==> config.mk <==
export PLATFORM = sky130hd
export DESIGN_NAME = segre_wb_stage
export DESIGN_NICKNAME = d
export VERILOG_FILES = /design/src/rtl/segre_wb_stage.sv
export SDC_FILE = /design/constraint.sdc
export NUM_CORES = 1
export LEC_CHECK = 0
export BUFFER_PORTS_ARGS = -buffer_cell sky130_fd_sc_hd__buf_2
export CORE_MARGIN = 1
export CORE_UTILIZATION = 50
export DETAILED_ROUTE_END_ITERATION = 10
export GPL_ROUTABILITY_DRIVEN = 0
export PLACE_DENSITY = 0.8
export RECOVER_POWER = 100
export SYNTH_ARGS = -nofsm -noshare
export SYNTH_HDL_FRONTEND = slang
export SYNTH_SLANG_ARGS = --single-unit
export TNS_END_PERCENT = 10
==> constraint.sdc <==
create_clock -name clk_i -period 2.7 [get_ports clk_i]
set_input_delay 0 -clock clk_i [delete_from_list [all_inputs] [get_ports clk_i]]
set_output_delay 0 -clock clk_i [all_outputs]
set_load 0.005 [all_outputs]
==> src/rtl/segre_wb_stage.sv <==
// ---------------------------------------------------------------------------
// segre_wb_stage
//   Writeback stage of the segre pipeline. It holds the MEM/WB registers and
//   from them drives the register-file write port, the WB->EX forwarding
//   entry, a one-shot fetch redirect for taken branches/jumps, a retire pulse
//   and the instret/cycle counters.
//
//   Ports
//     clk_i, rsn_i        clock (rising edge), async active-low reset
//     valid_mem_i ...     MEM-stage instruction: valid, result, rf write
//                         enable/address, taken-branch flag, redirect target
//     block_wb_i          hold the WB registers (stall)
//     inject_nops_i       capture a bubble instead of the MEM instruction
//     rf_*_o              register-file write port
//     fwd_*_o             forwarding entry towards EX
//     tkbr_o, new_pc_o    one-cycle redirect pulse and its target
//     retire_o            one pulse per retired instruction
//     instret_o, cycle_o  retired-instruction and cycle counters
//
//   Every output is a function of registers only; there is no combinational
//   path from any input to any output.
// ---------------------------------------------------------------------------
module segre_wb_stage #(
    parameter int WORD_SIZE = 32,
    parameter int REG_SIZE  = 5,
    parameter int ADDR_SIZE = 32,
    parameter int CNT_SIZE  = 64
) (
    input  logic                 clk_i,
    input  logic                 rsn_i,
    input  logic                 valid_mem_i,
    input  logic [WORD_SIZE-1:0] op_res_i,
    input  logic                 rf_we_i,
    input  logic [REG_SIZE-1:0]  rf_waddr_i,
    input  logic                 tkbr_i,
    input  logic [ADDR_SIZE-1:0] new_pc_i,
    input  logic                 block_wb_i,
    input  logic                 inject_nops_i,
    output logic                 rf_we_o,
    output logic [REG_SIZE-1:0]  rf_waddr_o,
    output logic [WORD_SIZE-1:0] rf_data_o,
    output logic                 fwd_valid_o,
    output logic [REG_SIZE-1:0]  fwd_addr_o,
    output logic [WORD_SIZE-1:0] fwd_data_o,
    output logic                 tkbr_o,
    output logic [ADDR_SIZE-1:0] new_pc_o,
    output logic                 retire_o,
    output logic [CNT_SIZE-1:0]  instret_o,
    output logic [CNT_SIZE-1:0]  cycle_o
);

    logic                 r_valid_q;
    logic                 r_rf_we_q;
    logic                 r_tkbr_q;
    // High only in the first cycle an instruction sits in WB; gates every
    // one-shot architectural effect so a held instruction acts exactly once.
    logic                 r_fresh_q;
    logic [REG_SIZE-1:0]  r_rf_waddr_q;
    logic [WORD_SIZE-1:0] r_op_res_q;
    logic [ADDR_SIZE-1:0] r_new_pc_q;
    logic [CNT_SIZE-1:0]  r_instret;
    logic [CNT_SIZE-1:0]  r_cycle;

    logic w_live;
    logic w_wr_ok;

    assign w_live  = r_fresh_q & r_valid_q;
    // x0 is hard-wired to zero: never written, never forwarded.
    assign w_wr_ok = r_valid_q & r_rf_we_q & (r_rf_waddr_q != '0);

    // MEM/WB registers. Block has priority over inject, so a stalled
    // instruction survives a simultaneous bubble request.
    always_ff @(posedge clk_i or negedge rsn_i) begin
        if (!rsn_i) begin
            r_valid_q    <= 1'b0;
            r_rf_we_q    <= 1'b0;
            r_tkbr_q     <= 1'b0;
            r_fresh_q    <= 1'b0;
            r_rf_waddr_q <= '0;
            r_op_res_q   <= '0;
            r_new_pc_q   <= '0;
        end else if (block_wb_i) begin
            r_fresh_q    <= 1'b0;
        end else if (inject_nops_i) begin
            // Data registers are left as they are; nothing reads them
            // while the control bits are clear.
            r_valid_q    <= 1'b0;
            r_rf_we_q    <= 1'b0;
            r_tkbr_q     <= 1'b0;
            r_fresh_q    <= 1'b0;
        end else begin
            r_valid_q    <= valid_mem_i;
            r_rf_we_q    <= rf_we_i;
            r_tkbr_q     <= tkbr_i;
            r_fresh_q    <= valid_mem_i;
            r_rf_waddr_q <= rf_waddr_i;
            r_op_res_q   <= op_res_i;
            r_new_pc_q   <= new_pc_i;
        end
    end

    // Counters wrap silently at 2^CNT_SIZE.
    always_ff @(posedge clk_i or negedge rsn_i) begin
        if (!rsn_i) begin
            r_instret <= '0;
            r_cycle   <= '0;
        end else begin
            r_instret <= r_instret + CNT_SIZE'(w_live);
            r_cycle   <= r_cycle + CNT_SIZE'(1);
        end
    end

    assign rf_we_o     = r_fresh_q & w_wr_ok;
    assign rf_waddr_o  = r_rf_waddr_q;
    assign rf_data_o   = r_op_res_q;

    // Forwarding stays valid while held: the value is still the youngest
    // definition of that register.
    assign fwd_valid_o = w_wr_ok;
    assign fwd_addr_o  = r_rf_waddr_q;
    assign fwd_data_o  = r_op_res_q;

    assign tkbr_o      = w_live & r_tkbr_q;
    assign new_pc_o    = r_new_pc_q;

    assign retire_o    = w_live;
    assign instret_o   = r_instret;
    assign cycle_o     = r_cycle;

endmodule

==> summary.md <==
| Metric | Value |
|---|---|
| Run status | complete, but fails checks |
| Violated checks | capacitance limit, slew limit |
| CTS H-tree lvls | 1 |
| Starting utilization of the core area | 0.514 |
| Endpoint of the most critical setup path | cycle_o[63] |
| Leading cell types by total area after synthesis | sky130_fd_sc_hd__dfrtp_1 56%, sky130_fd_sc_hd__mux2_2 8.7%, sky130_fd_sc_hd__xor2_1 6.8% |
| Final period utilization | 0.947 |
| Flip-flop cell with the highest count after synthesis | sky130_fd_sc_hd__dfrtp_1 |
| Vias per Instance | 5.38 |
| Synth area leader | sky130_fd_sc_hd__dfrtp_1 |
| Die outline width | 136 um |
| Worst vdd ir | 0.616 mV |
| Post-DRT Antenna Nets | 0 |
| Synthesis Warnings | 0 |
| Area Overhead vs Synth | 32.5% |
| Number of placed I/O pins | 314 |
| Reg2Reg Setup Slack | 0.14 ns |
| Post-synth design cell area | 8950 sq um |
| Worst setup path class | reg -> reg |
| Max capacitance violation total | 1 |
| WL/cell | 18.0 um |
| Final total negative setup slack | 0 ns |
| Die footprint | 18400 sq um |
| Critical R2R Launch | cycle_o[16] |
| Final worst hold slack | 0.280 ns |
| Filler cell count in the final layout | 1326 |
| Number of antenna violations at the first check in global routing | 1 |
| First-iteration detailed-routing DRC count | 376 |
| Final count of hold timing violations | 0 |
| Grt ovf | 0 |
| Worst-case clock skew | 0.0134 ns |
| Adder-cell area share of the yosys netlist | 0.00419 |
| Post-Layout Cell Count | 1372 |
| Slew of the pin with the lowest slew margin | 1.83 ns |
| Number of enable-type register cells in the synthesized netlist | 0 |
| Count of state elements after synthesis | 201 |
| Count of final max-slew check failures | 70 |
| PD cells | 604 nW/um^2 |
| Root buffer cell | sky130_fd_sc_hd__clkbuf_16 |
| Placeable Area | 17400 sq um |
| Sequential share of the synthesized area | 0.562 |
| Required arrival time at the worst endpoint | 3.10 ns |
| First-pass GRT wire length | 38.7 mm |
| Total number of placement rows | 48 |
| Share of the synthesized area in the top cell type | 0.562 |
| Detailed Routing Iterations Pass 1 | 4 |
| Total design power | 7.17 mW |
| Worst-case setup margin in the final layout | 0.142 ns |
| FF-to-FF path depth | 5 |
| Total number of vias | 7387 |
| Average footprint of a synthesized cell | 11.9 sq um |
| Start point of the critical path | cycle_o[16] |
| Post-synthesis cell type count | 36 |
| Share of synthesized area spent on multiplexers | 0.0868 |
| Reg-to-Reg End | cycle_o[63] |
| Category of the worst setup path capture point | register |
| Post-synthesis share of cell area spent on xor and xnor gates | 0.121 |
| Leakage | 5.69 nW |
| Period minus WS final | 2.56 ns |
| Clock input transition at the sequential cells of the worst setup and hold paths | 0.06 ns |
| Main combinational cell family by area after synthesis | simple AND/OR/NAND/NOR gates |
| Setup repair after global routing missed its margin | no |
| Synthesized-area fraction occupied by and/or/nand/nor cells | 0.180 |
| Port Buf Inserts | 313 |
| Remaining DRCs | 0 |
| Final-report setup violation count | 0 |
| Post-DP HPWL | 16.3 mm |
| Clock latency at the later pin of the worst-skew pair | 0.49 ns |
| Critical path peak fanout | 6 |
| Fraction of layout instances using a drive strength above 1 | 0.260 |
| Crit path DAT | 2.96 ns |
| Peak Freq | 391 MHz |
| Post-CTS Repair Setup Buffers | 0 |
| Worst min-delay path category | in -> reg |
| Number of clock sinks | 201 |
| Slew headroom | -0.222 |
| Die Height | 136 um |
| Share of flip-flops with an asynchronous set or reset | 1.00 |
| Via count of the first global-routing pass | 7428 |
| Cells after Synth | 753 |
| Pre-CTS setup slack | 0.215 ns |
| Maximum number of pins on one net before global-route repair | 71 |
| Worst Setup Start Kind | register |
| Most instantiated library cell after synthesis | sky130_fd_sc_hd__dfrtp_1 |
| Clock buffer count from CTS | 22 |
| Commonest cells in the netlist | 201 x sky130_fd_sc_hd__dfrtp_1, 70 x sky130_fd_sc_hd__xor2_1, 69 x sky130_fd_sc_hd__mux2_2 |
| Inst Count DP | 1255 |
| Routed Wire Length | 24.7 mm |
| NumNets Final | 1209 |
| Post-synthesis net count | 832 |
| Total global routing track utilization | 0.269 |
| Maximum count of clock buffers along a single path | 3 |
| Area fraction in compound gates after synthesis | 0.00391 |
| CTS tree | yes |
## layout make-up
type                       instances  area, sq um  area share
timing repair buffer             399         2220       0.187
inverter                          18         67.6     0.00569
multi-input combinational        488         3510       0.296
clock inverter                     8          121      0.0102
sequential                       201         5030       0.424
clock buffer                      32          639      0.0539
antenna                            1         2.50    0.000211
tap                              225          282      0.0237
## logic make-up (layout without fill, tap and decap cells)
| group | count (synthesis) | count (layout) |
|---|---|---|
| adder cells (fa/ha/maj) | 3 | 3 |
| AO/OA/AOI/OAI | 4 | 4 |
| XOR/XNOR | 124 | 124 |
| flip-flops | 201 | 201 |
| buffers and inverters | 64 | 457 |
| multiplexers | 69 | 69 |
| other | 0 | 1 |
| AND/OR/NAND/NOR | 288 | 288 |
## sequential cells by signal (all words and copies together) (netlist names)
signal / cells
cycle_o: 64
instret_o: 64
fwd_data_o: 32
new_pc_o: 32
fwd_addr_o: 5
r_fresh_q: 1
r_rf_we_q: 1
r_tkbr_q: 1
r_valid_q: 1
## worst max-delay path: stages (launching register included)
cell and delay, ns:
sky130_fd_sc_hd__dfrtp_1 0.46, sky130_fd_sc_hd__nand4_1 0.24, sky130_fd_sc_hd__nor4_1 0.89, sky130_fd_sc_hd__nand4_2 0.41, sky130_fd_sc_hd__nor3_1 0.29, sky130_fd_sc_hd__xor2_1 0.18
## timing repair
action / CTS / global route
endpoints found under the setup margin: 0 / 5
gates resized for setup: 0 / 1
hold buffers: 76 / 0
endpoints found under the hold margin: 139 / 0
## worst min-delay path by stage
| stage | slack [ns] | cells past startpoint | start | endpoint |
|---|---|---|---|---|
| CTS | 0.08 | 2 | rsn_i | fwd_data_o[18] |
| floorplan | -0.30 | 0 | rsn_i | cycle_o[0] |
| global placement | 0.04 | 1 | rsn_i | fwd_data_o[18] |
| global route | 0.28 | 3 | op_res_i[28] | fwd_data_o[28] |
| detailed placement | 0.04 | 1 | rsn_i | fwd_data_o[18] |
| finish | 0.28 | 3 | new_pc_i[3] | new_pc_o[3] |
## report_power, final
| part | internal, mW | switching (mW) |
|---|---|---|
| clock | 1.93 | 1.19 |
| combinational | 0.377 | 0.324 |
| sequential | 3.19 | 0.149 |
## per-layer routing
layer  share of wire  vias to the layer above  routed length [um]  track usage
met5               0                        -                   0            0
met4           0.033                        0                 806       0.0980
met3           0.060                       65                1480       0.0559
met2            0.50                      289               12300        0.455
met1            0.41                     3693               10000        0.339
li1                -                     3340                   -            -
## placed cells by master, fill, tap and decap left out, types with 4 or more instances in the layout
master,count
sky130_fd_sc_hd__clkbuf_2,5
sky130_fd_sc_hd__nand3_1,52
sky130_fd_sc_hd__inv_1,18
sky130_fd_sc_hd__mux2_2,65
sky130_fd_sc_hd__xor2_1,70
sky130_fd_sc_hd__clkbuf_1,144
sky130_fd_sc_hd__clkbuf_16,23
sky130_fd_sc_hd__nand4_1,35
sky130_fd_sc_hd__and3_1,17
sky130_fd_sc_hd__nor4_1,13
sky130_fd_sc_hd__nor3_1,33
sky130_fd_sc_hd__mux2_1,4
sky130_fd_sc_hd__xnor2_1,54
sky130_fd_sc_hd__nand2_1,47
sky130_fd_sc_hd__dfrtp_1,201
sky130_fd_sc_hd__dlygate4sd3_1,76
sky130_fd_sc_hd__buf_2,176
sky130_fd_sc_hd__and4_1,7
sky130_fd_sc_hd__nor2_1,55
## through the flow
stage / area [sq um] / util
6_report: 11900 / 0.681
5_1_grt: 11900 / 0.681
4_1_cts: 12100 / 0.696
3_5_place_dp: 10600 / 0.609
3_3_place_gp: 10600 / 0.609
2_1_floorplan: 8950 / -
No activity file was read; power rests on OpenSTA's default activity.
